[src/rtl/matmul_requant_stream.sv]
// Requantization stage behind the batched MatMul: scales each signed
// accumulator by cfg_mult, applies a round-half-up right shift, saturates to
// DATA_WIDTH, and tags the stream with row/matrix boundaries and head index.
//
// Handshake: a beat transfers on valid & ready at a rising clock edge. A
// producer holds valid and data until ready is seen. The three pipeline stages
// advance together whenever the output register is empty or being drained, so
// in_ready is combinational from out_ready and the output valid bit.
module matmul_requant_stream #(
  parameter int ACC_WIDTH      = 24,
  parameter int DATA_WIDTH     = 8,
  parameter int MULT_WIDTH     = 16,
  parameter int SHIFT_WIDTH    = 5,
  parameter int MATMUL_NUM     = 12,
  parameter int OUTPUT_SHAPE_1 = 128,
  parameter int OUTPUT_SHAPE_2 = 128,
  localparam int HEAD_W = (MATMUL_NUM > 1) ? $clog2(MATMUL_NUM) : 1
) (
  input  logic                         clk_p,
  input  logic                         rst_p,
  input  logic                         cfg_load,
  input  logic [MULT_WIDTH-1:0]        cfg_mult,
  input  logic [SHIFT_WIDTH-1:0]       cfg_shift,
  input  logic                         in_valid,
  output logic                         in_ready,
  input  logic signed [ACC_WIDTH-1:0]  in_data,
  output logic                         out_valid,
  input  logic                         out_ready,
  output logic signed [DATA_WIDTH-1:0] out_data,
  output logic                         out_last_row,
  output logic                         out_last_mat,
  output logic [HEAD_W-1:0]            out_head_idx,
  output logic                         idle,
  output logic [15:0]                  sat_cnt
);

  localparam int P_W   = ACC_WIDTH + MULT_WIDTH + 1;
  localparam int R_W   = P_W + 1;
  localparam int ROW_W = (OUTPUT_SHAPE_1 > 1) ? $clog2(OUTPUT_SHAPE_1) : 1;
  localparam int COL_W = (OUTPUT_SHAPE_2 > 1) ? $clog2(OUTPUT_SHAPE_2) : 1;
  localparam logic signed [R_W-1:0] SAT_MAX = R_W'((1 << (DATA_WIDTH - 1)) - 1);
  localparam logic signed [R_W-1:0] SAT_MIN = ~SAT_MAX;

  // Shadow configuration and saturation counter
  logic [MULT_WIDTH-1:0]  mult_q;
  logic [SHIFT_WIDTH-1:0] shift_q;
  logic [15:0]            sat_q;

  // Pipeline registers
  logic                         v1_q, v2_q, out_valid_q;
  logic signed [P_W-1:0]        p1_q;
  logic signed [R_W-1:0]        r2_q;
  logic signed [DATA_WIDTH-1:0] out_data_q;

  // Output position counters
  logic [COL_W-1:0]  col_q, col_d;
  logic [ROW_W-1:0]  row_q, row_d;
  logic [HEAD_W-1:0] head_q, head_d;

  logic                         adv, cfg_take;
  logic [MULT_WIDTH-1:0]        eff_mult;
  logic signed [P_W-1:0]        a_ext, m_ext, p_d;
  logic signed [R_W-1:0]        p_ext, rnd, sum, r_d;
  logic                         sat_hi, sat_lo;
  logic signed [DATA_WIDTH-1:0] clamp_d;
  logic                         last_col, last_row, last_head;

  assign adv      = out_ready | ~out_valid_q;
  assign in_ready = adv;
  assign idle     = ~v1_q & ~v2_q & ~out_valid_q &
                    (col_q == '0) & (row_q == '0) & (head_q == '0);
  assign cfg_take = cfg_load & idle;

  // A beat accepted on the same edge as a cfg load uses the new multiplier.
  assign eff_mult = cfg_take ? cfg_mult : mult_q;
  assign a_ext    = P_W'(in_data);
  assign m_ext    = P_W'($signed({1'b0, eff_mult}));
  assign p_d      = a_ext * m_ext;

  // One extra bit of headroom keeps the rounding add from overflowing.
  assign p_ext = R_W'(p1_q);
  assign rnd   = (shift_q == '0) ? '0 : (R_W'(1) << (shift_q - SHIFT_WIDTH'(1)));
  assign sum   = p_ext + rnd;
  assign r_d   = sum >>> shift_q;

  assign sat_hi  = r2_q > SAT_MAX;
  assign sat_lo  = r2_q < SAT_MIN;
  assign clamp_d = sat_hi ? SAT_MAX[DATA_WIDTH-1:0] :
                   sat_lo ? SAT_MIN[DATA_WIDTH-1:0] : r2_q[DATA_WIDTH-1:0];

  assign last_col  = (col_q == COL_W'(OUTPUT_SHAPE_2 - 1));
  assign last_row  = (row_q == ROW_W'(OUTPUT_SHAPE_1 - 1));
  assign last_head = (head_q == HEAD_W'(MATMUL_NUM - 1));

  assign out_valid    = out_valid_q;
  assign out_data     = out_data_q;
  assign out_last_row = last_col;
  assign out_last_mat = last_col & last_row;
  assign out_head_idx = head_q;
  assign sat_cnt      = sat_q;

  // Next output position, stepped only by an output handshake
  always_comb begin
    col_d  = col_q;
    row_d  = row_q;
    head_d = head_q;
    if (out_valid_q & out_ready) begin
      if (last_col) begin
        col_d = '0;
        if (last_row) begin
          row_d  = '0;
          head_d = last_head ? '0 : head_q + HEAD_W'(1);
        end else begin
          row_d = row_q + ROW_W'(1);
        end
      end else begin
        col_d = col_q + COL_W'(1);
      end
    end
  end

  // Shadow cfg load while idle; count saturated beats entering the output register
  always_ff @(posedge clk_p or posedge rst_p) begin
    if (rst_p) begin
      mult_q  <= '0;
      shift_q <= '0;
      sat_q   <= '0;
    end else if (cfg_take) begin
      mult_q  <= cfg_mult;
      shift_q <= cfg_shift;
      sat_q   <= '0;
    end else if (adv & v2_q & (sat_hi | sat_lo) & (sat_q != 16'hFFFF)) begin
      sat_q <= sat_q + 16'd1;
    end
  end

  // Three-stage multiply / round-shift / clamp pipeline with a shared advance
  always_ff @(posedge clk_p or posedge rst_p) begin
    if (rst_p) begin
      v1_q        <= 1'b0;
      v2_q        <= 1'b0;
      out_valid_q <= 1'b0;
      p1_q        <= '0;
      r2_q        <= '0;
      out_data_q  <= '0;
    end else if (adv) begin
      v1_q        <= in_valid;
      p1_q        <= p_d;
      v2_q        <= v1_q;
      r2_q        <= r_d;
      out_valid_q <= v2_q;
      if (v2_q) out_data_q <= clamp_d;
    end
  end

  // Output position registers
  always_ff @(posedge clk_p or posedge rst_p) begin
    if (rst_p) begin
      col_q  <= '0;
      row_q  <= '0;
      head_q <= '0;
    end else begin
      col_q  <= col_d;
      row_q  <= row_d;
      head_q <= head_d;
    end
  end

endmodule

[config.mk]
export PLATFORM = sky130hd
export DESIGN_NAME = matmul_requant_stream
export DESIGN_NICKNAME = d
export VERILOG_FILES = /design/src/rtl/matmul_requant_stream.sv
export SDC_FILE = /design/constraint.sdc
export NUM_CORES = 2
export LEC_CHECK = 0
export ABC_AREA = 1
export ABC_CLOCK_PERIOD_IN_PS = 14000
export BUFFER_PORTS_ARGS = -buffer_cell sky130_fd_sc_hd__buf_4
export CORE_ASPECT_RATIO = 1.2
export CORE_MARGIN = 3
export CORE_UTILIZATION = 35
export DETAILED_ROUTE_END_ITERATION = 8
export PLACE_DENSITY = 0.6
export SYNTH_ARGS = -nofsm -noshare
export SYNTH_HDL_FRONTEND = slang
export SYNTH_SLANG_ARGS = --single-unit
[constraint.sdc]
create_clock -name clk_p -period 14 [get_ports clk_p]
set_input_delay 1.4 -clock clk_p [delete_from_list [all_inputs] [get_ports clk_p]]
set_output_delay 1.4 -clock clk_p [all_outputs]
set_load 0.005 [all_outputs]
Yosys cells after proc, flatten, opt, wreduce, memory -nomap -nowiden --
Cells that the tools add are included.
Cells by class: shifts and indexed selects 2, $mul 1, multiplexer cells 9, order comparisons 2, div/mod/pow operators 0, bitwise operators 16, equal/unequal tests 4, add/sub/neg operators 6, reductions and logical operators 8
Operators with widths (count):
- $mux 16 | 3
- $add 41x42->42 | 1
- $gt 42x8->1 const B | 1
- $lt 42x8->1 const B | 1
- $mux 42 | 1
- $shl 1x5->42 const A | 1
- $sshr 42x5->42 | 1
- $mul 24x17->41 | 1
- $add 16x1->16 const B | 1
- $mux 8 | 2
- $ne 16x16->1 const B | 1
- $add 7x1->7 const B | 2
- $eq 7x7->1 const B | 2
- $logic_not 7->1 | 2
- $mux 7 | 2
- $and 1x1->1 | 11
- $logic_not 5->1 | 1
- $sub 5x1->5 const B | 1
- $add 4x1->4 const B | 1
- $eq 4x4->1 const B | 1
- $logic_not 4->1 | 1
- $mux 4 | 1
- $reduce_and 2->1 | 2
- $not 1->1 | 3
- other kinds (3) | 4
Word-level totals: memory bits (writable) 0, output and inout bits 33, latch bits 0, input bits 50, memory bits (read-only) 0, bits in registers 149, memories 0

Longest topological paths before layout --
word-level depth 9, depth in mapped cells 40, gate-level depth less buffers 38

Worst setup path before layout --
Ideal clock, no wire load.
kind input to register, start input port cfg_load, end register p1_q[40], data required time 13867 ps, setup time 133 ps, setup slack 6688 ps, arrival time 7178 ps, stages 28, cells stage by stage nand2_1 -> inv_2 -> clkbuf_2 -> or2_2 -> o21ai_2 -> inv_1 -> buf_2 -> nand2_1 -> fa_1 -> fa_1 -> inv_1 -> fa_1 -> inv_1 -> fa_1 -> inv_1 -> fa_1 -> inv_1 -> fa_1 -> inv_1 -> ha_1 -> a21o_1 -> a21oi_1 -> nor2_1 -> a211oi_1 -> o2111ai_1 -> or2_2 -> nand3_1 -> o21ai_0
On the way: longest elaborated chain between the ends 3
RTL lines:
- start: declaration | RTL line 21 | input logic cfg_load,
- $and 1x1->1 | RTL line 72 | assign cfg_take = cfg_load & idle;
- $mux 16
- via eff_mult[4] | RTL line 61 | logic [MULT_WIDTH-1:0] eff_mult;
- $mul 24x17->41 | RTL line 78 | assign p_d = a_ext * m_ext;
- end signal: assignment | RTL line 148 | p1_q <= p_d;
- end: declaration | RTL line 51 | logic signed [P_W-1:0] p1_q;
The timed path passes the listed nets, and every way through them passes these cells. A chain may end at the register's enable or synchronous reset.

Worst setup path in the final report --
start register head_q[0], in the netlist out_head_idx[0], end register p1_q[40]
On the way: longest elaborated chain between the ends 5
RTL lines:
- start: declaration | RTL line 58 | logic [HEAD_W-1:0] head_q, head_d;
- start signal: assignment | RTL line 161 | head_q <= '0;
- start signal: assignment | RTL line 165 | head_q <= head_d;
- $logic_not 4->1 | RTL line 71 | (col_q == '0) & (row_q == '0) & (head_q == '0);
- $and 1x1->1 | RTL line 71
- $and 1x1->1 | RTL line 72
- $mux 16
- $mul 24x17->41 | RTL line 78
Every way passes these cells.

==> flow_metrics.env <==
export IMPL_die_w_um=254
export IMPL_die_area_mm2=0.0773
export IMPL_routed_top_layer="met5"
export IMPL_drive_above_1_share_pct=6.71
export IMPL_vias=22853
export IMPL_synth_seq_area_share_pct=14.4
export IMPL_grt_ovfl_total=0
export IMPL_clk_pin_slew_worst_paths_ns=0.06
export IMPL_track_usage_pct=21.0
export IMPL_cts_setup_buffers=0
export IMPL_yosysWarnings=0
export IMPL_ys_ff_latch=149
export IMPL_grt_max_degree=80
export IMPL_period_minus_slack_ns=8.74
export IMPL_cts_made_buffers=17
export IMPL_clockRootBuffer="clkbuf_16"
export IMPL_ys_async_sr_fraction_pct=100
export IMPL_critical_path_required_ns=14.32
export IMPL_syn_avg_cell_area_um2=7.15
export IMPL_max_stage_delay_ns=0.69
export IMPL_synth_edff_count=0
export IMPL_met2_length_um=38900
export IMPL_p_leak_nw=15.0
export IMPL_endpoint_kind="flip-flop"
export IMPL_hold_viol=0
export IMPL_rsz0062_at_grt="no"
export IMPL_via_per_inst=5.00
export IMPL_r2r_setup_slack_ns=5.26
export IMPL_ant_nets=0
export IMPL_cts_resized=0
export IMPL_globalplace_congestion=0.931
export IMPL_syn_inst=3621
export IMPL_wirelength_um=78800
export IMPL_synth_nets=4191
export IMPL_hp_class="flip-flop to flip-flop"
export IMPL_initial_utilization_pct=35.6
export IMPL_finalNetCount=4192
export IMPL_fin_crit_sh_pct=62.4
export IMPL_core_area_mm2=0.0728
export IMPL_status="finished, final reports clean"
export IMPL_synth_ff_type="dfrtp_1"
export IMPL_antenna_found_initial=2
export IMPL_setup_viol=0
export IMPL_ys_types=52
export IMPL_clock_sinks=149
export IMPL_rows=108
export IMPL_clock_skew_ns=0.0187
export IMPL_drv_slew=0
export IMPL_wl_met3_um=3850
export IMPL_multi_input_area_mm2=0.0188
export IMPL_path_class="flip-flop to flip-flop"
export IMPL_cap_violations=0
export IMPL_startpoint_type="flip-flop"
export IMPL_worst_pin_slew_ns=1.05
export IMPL_io_buffers=82
export IMPL_regArea_mm2=0.00373
export IMPL_arrival_ns=9.06
export IMPL_wl_per_cell_um=17.2
export IMPL_synth_area_mm2=0.0259
export IMPL_synth_top_cell_by_area="fa_1"
export IMPL_route_detailed_drc=0
export IMPL_grt_pass1_wl_um=128000
export IMPL_postCtsHoldBufs=0
export IMPL_yosysTopAreaCellShare_pct=29.2
export IMPL_p_per_area_mw_per_mm2=47.6
export IMPL_synthToLayoutAreaGrowth_pct=7.63
export IMPL_first_iter_violations=1432
export IMPL_n_antenna_cell=0
export IMPL_ios=83
export IMPL_path_max_fanout=25
export IMPL_slew_headroom_pct=29.8
export IMPL_crit_slowest_cell="inv_1"
export IMPL_firstDrtPassIters=5
export IMPL_first_global_vias=23869
export IMPL_htreeDepth=4
export IMPL_synth_most_common_cell="nand2_1"
export IMPL_cts_tree="done"
export IMPL_die_y_um=304
export IMPL_clk_latency_ns=0.46
export IMPL_synth_area_leaders="fa_1 29%, dfrtp_1 14%, nand2_1 13%"
export IMPL_whs_ns=0.488
export IMPL_fill_cells=7670
export IMPL_cts_buffer_depth=2
export IMPL_peakVddDrop_v=0.0000723
export IMPL_synth_top_cells_by_count="918 x nand2_1, 743 x inv_1, 378 x fa_1"
export IMPL_fin_tns_setup_ns=0
export IMPL_post_route_util_pct=38.3
export IMPL_hpwlAfterDp_um=64800
export IMPL_drt_met1_wl_um=33000
export IMPL_fmax_ghz=0.114
[area by class of cell]
class	instances	area share, %
clock buffer	20	1.64
clock inverter	12	0.516
inverter	757	10.2
tap	935	4.20
multi-input combinational	2599	67.4
sequential	149	13.4
timing repair buffer	98	2.64
[state kept, by name, indices dropped and copies added (netlist names), 4 cells and up]
name / count
mult_q: 16
out_data: 8
p1_q: 41
out_head_idx: 4
col_q: 7
sat_cnt: 16
r2_q: 42
row_q: 7
shift_q: 5
[worst max-delay path, delay by kind of cell, from the launching register on]
family,cells,cell delay (ns)
simple gates,12,1.88
fa+ha+maj,8,4.00
compound gates,3,0.38
flops,1,0.42
buf+inv,8,1.86
[routing by layer]
metal / vias to the layer above / track usage, %
met4: 2 / 7.75
met1: 11021 / 26.4
met2: 662 / 37.0
met3: 156 / 2.44
met5: - / 0
li1: 11012 / -
[layout by cell type (no fill, tap or decap), types with 13 or more instances in the layout]
master,n
nand3_1,326
xor2_1,17
nand2_1,918
nand2_2,15
buf_4,98
dfrtp_1,149
nor4_1,16
clkbuf_16,17
or2_2,36
o21ai_2,13
o211ai_1,17
fa_1,378
xnor2_1,15
ha_1,142
nand3_2,18
nor3_1,25
o21ai_0,78
nand4_1,32
nor2_1,349
a21oi_1,118
inv_1,742
[final timing paths]
kind,start,cells after the start,endpoint
max,out_head_idx[0]$_DFFE_PP0P_,31,p1_q[40]$_DFFE_PP0N_
min,out_data[7]$_DFFE_PP0P_,2,out_data[7]$_DFFE_PP0P_
max reg2reg,out_head_idx[0]$_DFFE_PP0P_,31,p1_q[40]$_DFFE_PP0N_
min reg2reg,out_data[7]$_DFFE_PP0P_,2,out_data[7]$_DFFE_PP0P_
max in group asynchronous,rst_p,3,p1_q[37]$_DFFE_PP0N_
min in group asynchronous,rst_p,2,sat_cnt[12]$_DFFE_PP0P_
[kinds of logic (layout without fill, tap and decap cells)]
kind of cell / count (synthesis) / after routing / share of synthesized area [%]
adder cells (fa/ha/maj): 520 / 520 / 36.1
XOR/XNOR: 32 / 32 / 1.08
flip-flops: 149 / 149 / 14.4
AND/OR/NAND/NOR: 1764 / 1764 / 29.1
AO/OA/AOI/OAI: 281 / 281 / 6.24
buffers and inverters: 873 / 887 / 13.1
multiplexers: 2 / 2 / 0.0773
[through the flow]
| step | cell area [um2] | power (mW) | std cells | setup WS, ns |
|---|---|---|---|---|
| floorplan | 25900 | 0.725 | 3621 | 6.69 |
| global placement | 27300 | 0.847 | 4538 | 4.91 |
| detailed placement | 27300 | 0.852 | 4538 | 4.82 |
| CTS | 27900 | 1.34 | 4570 | 5.18 |
| global route | 27900 | 1.40 | 4570 | 4.58 |
| finish | 27900 | 1.33 | 4570 | 5.26 |
[report_power, final]
| part | switching, mW | internal [mW] |
|---|---|---|
| sequential | 0.0537 | 0.490 |
| clock | 0.210 | 0.275 |
| combinational | 0.194 | 0.104 |
| total | 0.457 | 0.869 |
Power figures use the tool's default switching activity.
